## config.mk

```make
export PLATFORM = sky130hd
export DESIGN_NAME = btb_controller
export DESIGN_NICKNAME = d
export VERILOG_FILES = /design/src/rtl/btb_ctrl_pkg.sv /design/src/rtl/btb_update_fifo.sv /design/src/rtl/btb_controller.sv
export SDC_FILE = /design/constraint.sdc
export NUM_CORES = 1
export LEC_CHECK = 0
export ABC_AREA = 1
export CORE_AREA = 2 2 229 118
export DETAILED_ROUTE_END_ITERATION = 16
export DIE_AREA = 0 0 231 120
export GPL_ROUTABILITY_DRIVEN = 0
export GPL_TIMING_DRIVEN = 0
export PLACE_DENSITY_LB_ADDON = 0.3
export SLEW_MARGIN = 20
export SYNTH_ARGS = -nofsm -noshare
export SYNTH_HDL_FRONTEND = slang
export SYNTH_SLANG_ARGS = --single-unit
```

## constraint.sdc

```tcl
create_clock -name clk -period 9.2 [get_ports clk]
set_clock_uncertainty 0.15 [all_clocks]
set_input_delay 1.38 -clock clk [delete_from_list [all_inputs] [get_ports clk]]
set_output_delay 1.38 -clock clk [all_outputs]
set_load 0.005 [all_outputs]
```

## src/rtl/btb_ctrl_pkg.sv

```systemverilog
// rtl/btb_ctrl_pkg.sv - shared types and defaults for the BTB sequencer
package btb_ctrl_pkg;

   localparam int PC_BITWIDTH_DEF     = 30;
   localparam int LOW_PC_BITWIDTH_DEF = 6;
   localparam int UPD_DEPTH_DEF       = 4;

   // FLUSH drives the BTB reset for one cycle; RUN serves lookups and updates
   typedef enum logic {
      FLUSH = 1'b0,
      RUN   = 1'b1
   } btb_ctrl_state_t;

   // One resolved branch waiting to be written into the BTB
   typedef struct packed {
      logic [PC_BITWIDTH_DEF-1:0] pc;
      logic [PC_BITWIDTH_DEF-1:0] target;
   } btb_upd_t;

endpackage

```

## src/rtl/btb_update_fifo.sv

```systemverilog
// rtl/btb_update_fifo.sv - circular queue of resolved-branch updates
module btb_update_fifo #(
   parameter int DEPTH  = 4,
   parameter int DATA_W = 60
) (
   input  logic              clk,
   input  logic              sync_rst_n,
   input  logic              i_flush,
   input  logic              i_push,
   input  logic [DATA_W-1:0] i_data,
   input  logic              i_pop,
   output logic [DATA_W-1:0] o_data,
   output logic              o_full,
   output logic              o_empty
);

   localparam int PTR_W = $clog2(DEPTH);
   localparam logic [PTR_W:0] C_FULL_CNT = (PTR_W + 1)'(DEPTH);

   logic [DATA_W-1:0] r_mem [DEPTH];
   logic [PTR_W-1:0]  r_wr_ptr;
   logic [PTR_W-1:0]  r_rd_ptr;
   logic [PTR_W:0]    r_count;

   // Payload storage; contents are only meaningful between push and pop
   always_ff @(posedge clk) begin
      if (i_push) begin
         r_mem[r_wr_ptr] <= i_data;
      end
   end

   // Pointers wrap naturally; flush discards everything still queued
   always_ff @(posedge clk) begin
      if (!sync_rst_n || i_flush) begin
         r_wr_ptr <= '0;
         r_rd_ptr <= '0;
         r_count  <= '0;
      end else begin
         if (i_push) begin
            r_wr_ptr <= r_wr_ptr + 1'b1;
         end
         if (i_pop) begin
            r_rd_ptr <= r_rd_ptr + 1'b1;
         end
         case ({i_push, i_pop})
            2'b10:   r_count <= r_count + 1'b1;
            2'b01:   r_count <= r_count - 1'b1;
            default: r_count <= r_count;
         endcase
      end
   end

   assign o_data  = r_mem[r_rd_ptr];
   assign o_full  = (r_count == C_FULL_CNT);
   assign o_empty = (r_count == '0);

endmodule

```

## src/rtl/btb_controller.sv

```systemverilog
// rtl/btb_controller.sv - fetch/execute sequencer for the branch target buffer
module btb_controller
   import btb_ctrl_pkg::*;
#(
   parameter int PC_BITWIDTH     = PC_BITWIDTH_DEF,
   parameter int LOW_PC_BITWIDTH = LOW_PC_BITWIDTH_DEF,
   parameter int UPD_DEPTH       = UPD_DEPTH_DEF
) (
   input  logic                   clk,
   input  logic                   sync_rst_n,
   input  logic                   clk_en,
   input  logic                   lu_valid,
   output logic                   lu_ready,
   input  logic [PC_BITWIDTH-1:0] lu_pc,
   output logic                   lu_rsp_valid,
   output logic                   lu_rsp_hit,
   output logic [PC_BITWIDTH-1:0] lu_rsp_target,
   input  logic                   upd_valid,
   output logic                   upd_ready,
   input  logic [PC_BITWIDTH-1:0] upd_pc,
   input  logic [PC_BITWIDTH-1:0] upd_target,
   input  logic                   flush_req,
   output logic                   flush_busy,
   output logic                   btb_clk_en,
   output logic                   btb_sync_rst,
   output logic                   btb_we,
   output logic [PC_BITWIDTH-1:0] btb_r_address,
   output logic [PC_BITWIDTH-1:0] btb_w_address,
   output logic [PC_BITWIDTH-1:0] btb_data_in,
   input  logic [PC_BITWIDTH-1:0] btb_data_out,
   input  logic                   btb_miss
);

   btb_ctrl_state_t r_state;
   btb_ctrl_state_t w_state_nxt;

   logic                     r_rsp_pend;
   logic                     r_kill;
   logic [PC_BITWIDTH-1:0]   r_lu_pc;

   logic                     w_run;
   logic                     w_enter_flush;
   logic                     w_lu_acc;
   logic                     w_push;
   logic                     w_pop;
   logic                     w_same_idx;
   logic                     w_fifo_full;
   logic                     w_fifo_empty;
   logic [2*PC_BITWIDTH-1:0] w_fifo_wdata;
   logic [2*PC_BITWIDTH-1:0] w_fifo_rdata;

   assign w_run         = (r_state == RUN);
   assign w_enter_flush = w_run & flush_req & clk_en;

   // State register; a stall freezes the FSM, reset always lands in FLUSH
   always_ff @(posedge clk) begin
      if (!sync_rst_n) begin
         r_state <= FLUSH;
      end else if (clk_en) begin
         r_state <= w_state_nxt;
      end
   end

   // Next state and handshake readiness; flush_req masks every new handshake
   always_comb begin
      w_state_nxt = r_state;
      flush_busy  = 1'b0;
      lu_ready    = 1'b0;
      upd_ready   = 1'b0;
      case (r_state)
         FLUSH: begin
            w_state_nxt = RUN;
            flush_busy  = 1'b1;
         end
         RUN: begin
            lu_ready  = ~r_rsp_pend & ~flush_req;
            upd_ready = ~w_fifo_full & ~flush_req;
            if (flush_req) begin
               w_state_nxt = FLUSH;
            end
         end
      endcase
   end

   assign btb_sync_rst = ~sync_rst_n | flush_busy;
   assign btb_clk_en   = clk_en;

   // Lookup accept drives the BTB read port directly so data arrives next cycle
   assign w_lu_acc      = lu_valid & lu_ready & clk_en;
   assign btb_r_address = w_lu_acc ? lu_pc : r_lu_pc;

   // A write landing on the looked-up index on the accept edge leaves the read
   // buffer stale while the tag is already new, so that response must not hit
   assign w_same_idx = btb_we &
                       (btb_w_address[LOW_PC_BITWIDTH-1:0] == lu_pc[LOW_PC_BITWIDTH-1:0]);

   // Response pipeline: pending flag, kill flag and the held read address
   always_ff @(posedge clk) begin
      if (!sync_rst_n) begin
         r_rsp_pend <= 1'b0;
         r_kill     <= 1'b0;
         r_lu_pc    <= '0;
      end else if (clk_en) begin
         r_rsp_pend <= w_lu_acc;
         r_kill     <= w_lu_acc & (w_same_idx | w_enter_flush);
         if (w_lu_acc) begin
            r_lu_pc <= lu_pc;
         end
      end
   end

   assign lu_rsp_valid  = r_rsp_pend;
   assign lu_rsp_hit    = r_rsp_pend & ~btb_miss & ~r_kill;
   assign lu_rsp_target = btb_data_out;

   // Execute keeps delivering resolved branches during a stall; only the
   // drain into the BTB waits for clk_en
   assign w_push       = upd_valid & upd_ready;
   assign w_pop        = w_run & ~w_fifo_empty & clk_en;
   assign w_fifo_wdata = {upd_pc, upd_target};

   btb_update_fifo #(
      .DEPTH  (UPD_DEPTH),
      .DATA_W (2 * PC_BITWIDTH)
   ) u_upd_fifo (
      .clk        (clk),
      .sync_rst_n (sync_rst_n),
      .i_flush    (w_enter_flush),
      .i_push     (w_push),
      .i_data     (w_fifo_wdata),
      .i_pop      (w_pop),
      .o_data     (w_fifo_rdata),
      .o_full     (w_fifo_full),
      .o_empty    (w_fifo_empty)
   );

   assign btb_we                       = w_pop;
   assign {btb_w_address, btb_data_in} = w_fifo_rdata;

endmodule

```

==> flow_summary.yaml <==
power:
  internal_power_w: 0.00215
  peakVddDrop_uv: 102
  swShare_pct: 20.7
  p_seq_share_pct: 51.6
  power_frac_comb_pct: 6.8
  p_leak_nw: 5.45
  p_per_area_mw_per_mm2: 178
  p_sw_w: 0.000563
  p_clk_share_pct: 41.6
min_path:
  hold_class: "reg2reg"
  min_from: "u_upd_fifo.r_rd_ptr[1]"
  hold_path_depth: 2
  hold_end: "u_upd_fifo.r_rd_ptr[1]"
floorplanning:
  start_util_pct: 44.1
  fp.dieArea_sq_mm: 0.0277
  core_sq_mm: 0.0259
  die_h_um: 120
  rows: 42
  ios: 255
  die_w_um: 231
worst_setup_path:
  end_kind: "output port"
  r2r_end: "u_upd_fifo.r_mem[3][23]"
  crit_type: "in2out"
  startpoint_type: "primary input"
  cp_max_fo: 10
  critPathSlowestCell: "clkdlybuf4s50_1"
  timing.critical_path.mode_cell: "clkdlybuf4s50_1"
  crit_arrival_ns: 3.40
  cpPeakStageDelay_ns: 0.54
  regToRegSetupSlack_ns: 6.47
  critPathBufInv: 5
  reg2reg_depth: 7
  rr_startpoint: "r_state"
  required_ns: 7.67
  path_delay_family: "buffers and inverters"
  crit_chain: "clkdlybuf4s50_1, or2_4, nor2_4, nand3_4, inv_6, buf_6, or2_2, inv_1, a21oi_1, clkdlybuf4s50_1"
sta:
  timing.final.crit_share_pct: 53.6
  period_minus_slack_ns: 4.93
  tightest_slew_ns: 0.821
  setup_ws_ns: 4.27
  relSlewSlack_pct: 45.3
  hold_violations: 0
  slew_viol_final: 0
  setup_tns_ns: 0
  setup_viol: 0
  max_clock_freq_ghz: 0.203
  rsz0062_at_grt: "no"
placed_design:
  post-place-ws_ns: 4.26
  placed_area_sq_mm: 0.0143
  io_buffers: 224
  dp_hpwl_mm: 20.1
grt:
  grt_max_degree: 24
  track_usage_pct: 20.6
  grt_pass1_wl_mm: 43.6
  grt_pass1_vias: 7554
  overflow: 0
  antenna_found_initial: 1
detailed_routing:
  drt.antenna.violating_nets: 0
  route.detailed.drc: 0
  wl_met1_mm: 13.8
  wl_met2_mm: 12.7
  wire_per_inst_um: 18.4
  highest_layer: "met4"
  wl_met3_mm: 1.85
  first_pass_iters: 4
  via_per_inst: 5.06
  vias: 7891
  wirelength_mm: 28.7
  drtIter0Drc: 560
logic_synthesis:
  avgSynthCellArea_sq_um: 12.4
  synthTopCellsByArea: "edfxtp_1, dfxtp_1, o21ai_0, nor2_1, o22ai_1"
  netlist_area_sq_mm: 0.0114
  ys_ff_latch: 282
  synth_top_area_share_pct: 63.2
  ys_seq_area_share_pct: 70.6
  syn_nets: 1054
  synth_warnings: 0
  synth_largest_area_cell: "edfxtp_1"
  syn_inst: 921
  yosysUniqueCellTypes: 29
job:
  maxCapViolations: 0
clock_tree:
  clk_pin_slew_ns: 0.07
  htree_levels: 1
  numCtsBuffers: 26
  clock_sinks: 282
  postCtsHoldBufs: 0
  cts_tree: "done"
  clockBufferDepth: 3
  cts_resized: 0
  clockRootBuffer: "clkbuf_16"
  clock_latency_ns: 0.54
  post_cts_buffers: 0
final_layout:
  syn_to_final_growth_pct: 33.5
  final_util_pct: 58.9
  finalNetCount: 1315
  drive_gt1_share_pct: 14.5
  fin_area_sq_mm: 0.0152
run_status:
  status: "complete, no violations"
-- Yosys cell counts --
master      n
buf_1       1
dfxtp_1    42
nand2_2     1
ha_1        5
buf_12      1
a31oi_2     1
nor2_4      1
o21ai_0   115
buf_6       4
inv_6       1
a211oi_2   23
inv_2      11
inv_1      74
nand3_1    19
buf_2       9
a31oi_1     1
or2_2      31
a21oi_1    42
nor3b_1     1
fa_1        1
buf_4      35
a211oi_1    7
o22ai_1    54
clkbuf_1   31
nor2_1    116
nand2_1    52
or2_4       1
nand3_4     1
edfxtp_1  240
-- power by group through the flow --
stage | registers, W | logic, W | clock network [W]
final | 0.00140 | 0.000184 | 0.00113
after global placement | 0.00143 | 0.000177 | 0
after global routing | 0.00140 | 0.000199 | 0.00121
after floorplan | 0.00143 | 0.0000642 | 0
after detailed placement | 0.00143 | 0.000185 | 0
after CTS | 0.00140 | 0.000185 | 0.00115
-- through the flow --
stage / std cells / power (W) / hold slack (ns)
floorplan: 921 / 0.00149 / 0.286
global placement: 1497 / 0.00161 / 0.305
detailed placement: 1506 / 0.00161 / 0.313
CTS: 1554 / 0.00274 / 0.323
finish: 1560 / 0.00272 / 0.322
global route: 1555 / 0.00281 / 0.357
-- registers in the layout (all words and copies together) (netlist names), named ones only --
signal               cells
u_upd_fifo.r_rd_ptr      2
u_upd_fifo.r_count       3
r_kill                   1
u_upd_fifo.r_wr_ptr      2
r_state                  1
u_upd_fifo.r_mem       240
r_lu_pc                 30
lu_rsp_valid             1
-- worst reg2reg max path: stages (launching register included) --
cell and delay (ns):
dfxtp_1 0.38, inv_2 0.06, or2_4 0.24, a31oi_1 0.23
nand2_2 0.24, nor2_4 0.61, buf_12 0.28, buf_12 0.20
-- cells in the final DEF, fill, tap and decap left out, drive strengths merged, types with 6 or more instances in the layout --
cell type | netlist | routed
edfxtp | 240 | 240
clkdlybuf4s50 | 0 | 224
nor2 | 117 | 117
o21ai | 115 | 115
inv | 86 | 87
buf | 50 | 59
clkbuf | 31 | 59
o22ai | 54 | 54
nand2 | 53 | 53
a21oi | 42 | 42
dfxtp | 42 | 42
or2 | 32 | 32
a211oi | 30 | 30
nand3 | 20 | 20
clkinv | 0 | 12
diode | 0 | 6
-- worst max path at each step --
stage | endpoint | cells after the start | startpoint
finish | btb_r_address[2] | 10 | flush_req
global route | btb_r_address[26] | 10 | flush_req
CTS | btb_r_address[26] | 10 | flush_req
detailed placement | btb_r_address[26] | 10 | flush_req
global placement | u_upd_fifo.r_mem[0][26] | 5 | flush_req
floorplan | u_upd_fifo.r_mem[0][0] | 4 | flush_req
-- layout make-up --
cell class | count | area (sq um)
tap | 352 | 440
fill | 2080 | 10600
inverter | 86 | 328
clock buffer | 28 | 679
buffer | 81 | 493
sequential | 282 | 8050
timing repair buffer | 233 | 2440
antenna | 6 | 15.0
clock inverter | 20 | 210
multi-input combinational | 472 | 2570
-- logic make-up (layout without fill, tap and decap cells) --
family / count (synthesis) / in the layout / synth area share [%]
flip-flops: 282 / 282 / 70.6
AO/OA/AOI/OAI: 243 / 243 / 13.0
AND/OR/NAND/NOR: 223 / 223 / 8.51
buffers and inverters: 167 / 448 / 7.20
adder cells (fa/ha/maj): 6 / 6 / 0.724
other: 0 / 6 / 0
-- metal layers --
| layer | GRT usage (%) | vias to the layer above |
|---|---|---|
| li1 | - | 3771 |
| met1 | 31.8 | 3851 |
| met2 | 30.2 | 233 |
| met3 | 4.06 | 36 |
| met4 | 4.15 | 0 |
| met5 | 0 | - |
(Power assumes the default switching activity.)
==> edit 1: new RTL, same flow settings <==
Add an input register stage for `upd_target`, cleared by the reset; this delays it by one clock. The other inputs are not delayed to match.
--- a/src/rtl/btb_controller.sv
+++ b/src/rtl/btb_controller.sv
@@ -31,4 +31,14 @@
    input  logic                   btb_miss
 );
+
+   logic [PC_BITWIDTH-1:0] upd_target_q;
+
+   always_ff @(posedge clk) begin
+      if (!sync_rst_n) begin
+         upd_target_q <= '0;
+      end else begin
+         upd_target_q <= upd_target;
+      end
+   end
 
    btb_ctrl_state_t r_state;
@@ -118,5 +128,5 @@
    assign w_push       = upd_valid & upd_ready;
    assign w_pop        = w_run & ~w_fifo_empty & clk_en;
-   assign w_fifo_wdata = {upd_pc, upd_target};
+   assign w_fifo_wdata = {upd_pc, upd_target_q};
 
    btb_update_fifo #(
Behaviour: not the same (Yosys sat finds a counterexample within 4 cycles, from zero or initial values and one cycle with sync_rst_n low).
==> edit 1 against the original RTL <==
Non-clock buffer count rose by 4. Via count rose by 5.7%. Area after synthesis rose by 7.3%. Total power rose by 2.9%. Combinational power rose by 3%. Worst setup slack got worse by 0.0069 ns. Routed wire length rose by 2.8%. Design area rose by 5.1%. Sequential cell count rose by 30. Cell count rose by 5.8%. Critical endpoint is now btb_r_address[13]. Highest routed layer unchanged.
==> edit 1: results (changes against the original RTL) <==
[outcome]
status = complete, no violations

[cts]
cts_made_buffers = 27  ; +3.8%

[place]
post-place-cells = 1600  ; +6.2%
post-place-ws_ns = 4.25  ; -0.00182 ns
port_buffers = 223  ; -0.45%
dpl_cell_area_um2 = 15200  ; +6.0%
hpwl_um = 20600  ; +2.7%

[routing]
met3_length_um = 2270  ; +23%
drtIter0Drc = 703  ; +26%
met2_length_um = 13000  ; +2.4%
wire_per_inst_um = 17.9  ; -2.8%
met1_length_um = 13800  ; +0.11%
vias = 8341  ; +5.7%
viasPerCell = 5.06  ; about the same
first_pass_iters = 5  ; +1

[global_route]
grt_pass1_vias = 8010  ; +6.0%
grt_util_all_layers_pct = 21.1  ; +0.52 points
met1_usage_pct = 32.5  ; +0.66 points
met2_usage_pct = 30.9  ; +0.71 points
use_met3_pct = 4.30  ; +0.24 points
grt_pass1_wl_um = 44900  ; +3.1%

[worst_setup_path]
reg2reg_from = r_state$_SDFFE_PN0P_
max_stage_delay_ns = 0.56  ; +0.02 ns
critical_path.slowest_cell = clkdlybuf4s50_1
crit_arrival_ns = 3.41  ; about the same
crit_fanout = 10  ; unchanged

[power_and_ir_drop]
p_clk_mw = 1.06  ; -6%
powerDensity_nw_per_um2 = 175  ; -2.1%
irDropWorstVdd_mv = 0.124  ; +22%
switching_power_mw = 0.579  ; +2.9%
p_leak_nw = 6.01  ; +10%

[yosys]
synthTopCellsByArea = edfxtp_1 (59%), dfxtp_1 (12%), o21ai_0 (4.7%)
ys_seq_area_share_pct = 70.7  ; +0.10 points
synth.distinct_cells = 30  ; +3.4%
syn-num-nets = 1148  ; +8.9%
synth_xor_area_share_pct = 0  ; unchanged
synth_fa_ha_area_share_pct = 0.675  ; -0.049 points
synth_compound_area_share_pct = 12.0  ; -0.97 points
synth_common_cells = edfxtp_1 (240), nor2_1 (117), o21ai_0 (114)
async_flop_share_pct = 0  ; unchanged
postSynthAreaPerCell_um2 = 12.1  ; -2.6%

[layout]
n_fill_cell = 2042  ; -1.8%
multi_input_area_share_pct = 16.7  ; -0.12 points
antenna_cells = 1  ; -5
inv_count = 115  ; +34%
nFlopsAndLatches = 312  ; +11%
post-route-util_pct = 61.9  ; +3.0 points
fin_nets = 1410  ; +7.2%
sh_seq_area_pct = 54.1  ; +1.2 points
clkbuf_count = 41  ; +46%
final-clk-cell-share_pct = 5.05  ; -0.80 points
buf_share_pct = 18.6  ; -0.65 points
reg.largest.list = u_upd_fifo.r_mem (240), r_lu_pc (30), upd_target_q (30)
n_all_buffers = 318  ; +1.3%
nMultiInputCombCells = 503  ; +6.6%
drive_gt1_share_pct = 13.0  ; -1.4 points

[hold_path]
worstHoldStart = r_kill$_SDFFE_PN0P_

[timing]
relSlewSlack_pct = 48.9  ; +3.7 points

## edit 1: cell count changes in the layout (fill, tap and decap cells not counted), moves of 2 or more
| cell | unedited run | this run |
|---|---|---|
| dfxtp_1 | 42 | 72 |
| nand2_1 | 52 | 82 |
| inv_1 | 74 | 103 |
| clkbuf_1 | 32 | 48 |
| clkinv_1 | 6 | 0 |
| diode_2 | 6 | 1 |
| bufinv_16 | 4 | 0 |
| buf_16 | 3 | 6 |
| clkbuf_8 | 0 | 3 |
| clkinvlp_4 | 3 | 0 |
| buf_12 | 7 | 5 |
| buf_2 | 9 | 7 |
## edit 1: final timing paths
| path | endpoint | slack [ns] |
|---|---|---|
| worst max-delay path | btb_r_address[13] | 4.26 |
| worst max register to register | u_upd_fifo.r_mem[3][59]$_DFFE_PP_ | 6.32 |
| worst min-delay path | r_kill$_SDFFE_PN0P_ | 0.33 |
| worst min register to register | r_kill$_SDFFE_PN0P_ | 0.33 |
==> edit 2: new RTL, config.mk and constraints unchanged <==
Without the edit above. The package constant `LOW_PC_BITWIDTH_DEF` goes from 6 to 3.
--- a/src/rtl/btb_ctrl_pkg.sv
+++ b/src/rtl/btb_ctrl_pkg.sv
@@ -3,5 +3,5 @@
 
    localparam int PC_BITWIDTH_DEF     = 30;
-   localparam int LOW_PC_BITWIDTH_DEF = 6;
+   localparam int LOW_PC_BITWIDTH_DEF = 3;
    localparam int UPD_DEPTH_DEF       = 4;
 
Formal check against the unedited RTL: not equivalent (a bounded check fails within 4 cycles, from zero or initial values and one cycle with sync_rst_n low).
==> edit 2 against the original RTL <==
Sequential cell count did not move. Area after synthesis shrank 0.53%. Worst setup slack lost 0.0086 ns. Critical endpoint is now btb_r_address[20]. Critical path depth did not move. Total power fell by 0.24%. Sequential share of layout area increased by 0.11 points. Design area decreased by 0.21%. Routed wire length down 1.7%.
==> edit 2: results (changes against the original RTL) <==
[power_and_ir_drop]
irDropWorstVdd_mv = 0.136  ; +34%
seqPwrFrac_pct = 51.8  ; +0.2 points
switching_power_mw = 0.535  ; -5.0%
p_leak_nw = 5.40  ; -0.96%

[place]
hpwl_um = 19600  ; -2.6%
post-place-ws_ns = 4.25  ; -0.00130 ns
dpl_cell_area_um2 = 14300  ; about the same

[yosys]
synthTopCellsByArea = edfxtp_1 (64%), dfxtp_1 (7.4%), o21ai_0 (4.9%)
synth.distinct_cells = 31  ; +6.9%
synth_common_cells = edfxtp_1 (240), nor2_1 (126), o21ai_0 (112)
syn-num-nets = 1037  ; -1.6%
synth_fa_ha_area_share_pct = 0.728  ; +0.0038 points
ys_seq_area_share_pct = 70.9  ; +0.37 points
synthCells = 904  ; -1.8%
synth_compound_area_share_pct = 13.2  ; +0.20 points

[worst_setup_path]
crit_fanout = 10  ; unchanged
critical_path.slowest_cell = clkdlybuf4s50_1
max_stage_delay_ns = 0.56  ; +0.02 ns
crit_arrival_ns = 3.41  ; about the same

[layout]
fin_nets = 1299  ; -1.2%
fin_cells = 1535  ; -1.6%
drive_gt1_share_pct = 13.4  ; -1.0 points
antenna_cells = 0  ; -6

[timing]
relSlewSlack_pct = 48.7  ; +3.4 points

[hold_path]
hold_path_class = reg2reg

[cts]
cts_resized = 0  ; unchanged

[routing]
drtIter0Drc = 434  ; -23%
postRouteWirelength_um = 28200  ; -1.7%
viasPerCell = 5.03  ; -0.55%

[global_route]
grt_pass1_wl_um = 43000  ; -1.3%
grt_pass1_vias = 7511  ; -0.57%
grt_util_all_layers_pct = 20.2  ; -0.40 points
antenna_found_initial = 1  ; unchanged

[outcome]
status = complete, no violations

edit 2: changes by cell type after synthesis, moves of 4 or more:
cell / before / now
a21oi_1: 42 / 38
clkbuf_1: 31 / 35
inv_2: 11 / 5
nand2_1: 52 / 35
nand3_1: 19 / 10
nor2_1: 116 / 126
edit 2: final timing paths:
path / endpoint / from / slack [ns]
max reg2reg: u_upd_fifo.r_mem[3][29]$_DFFE_PP_ / r_state$_SDFFE_PN0P_ / 6.53
max: btb_r_address[20] / flush_req / 4.26
min reg2reg: u_upd_fifo.r_count[0]$_SDFFE_PP0P_ / u_upd_fifo.r_count[0]$_SDFFE_PP0P_ / 0.33
min: u_upd_fifo.r_count[0]$_SDFFE_PP0P_ / u_upd_fifo.r_count[0]$_SDFFE_PP0P_ / 0.33
edit 2: routing by layer:
layer	track usage, %	wire length, µm	up-vias
met4	3.39	339	0
met1	30.8	13800	3765
met2	30.5	12400	220
li1	-	-	3712
met5	0	0	-
met3	3.87	1650	25
edit 2: cell type report:
class	instances	area (µm²)
sequential	282	8050
buffer	82	493
clock inverter	15	195
multi-input combinational	461	2530
clock buffer	30	687
inverter	79	302
fill	2104	10700
timing repair buffer	234	2490
tap	352	440
edit 2: per-stage QoR:
| step | hold WS [ns] | power (mW) |
|---|---|---|
| 3_3_place_gp | 0.311 | 1.61 |
| 4_1_cts | 0.330 | 2.74 |
| 6_report | 0.333 | 2.71 |
| 5_1_grt | 0.348 | 2.81 |
| 3_5_place_dp | 0.320 | 1.61 |
| 2_1_floorplan | 0.294 | 1.49 |
edit 2: critical path: cells and delay by family:
kind	cells	cell delay, ns
compound gates	1	0.11
buf+inv	5	1.31
simple gates	4	0.60
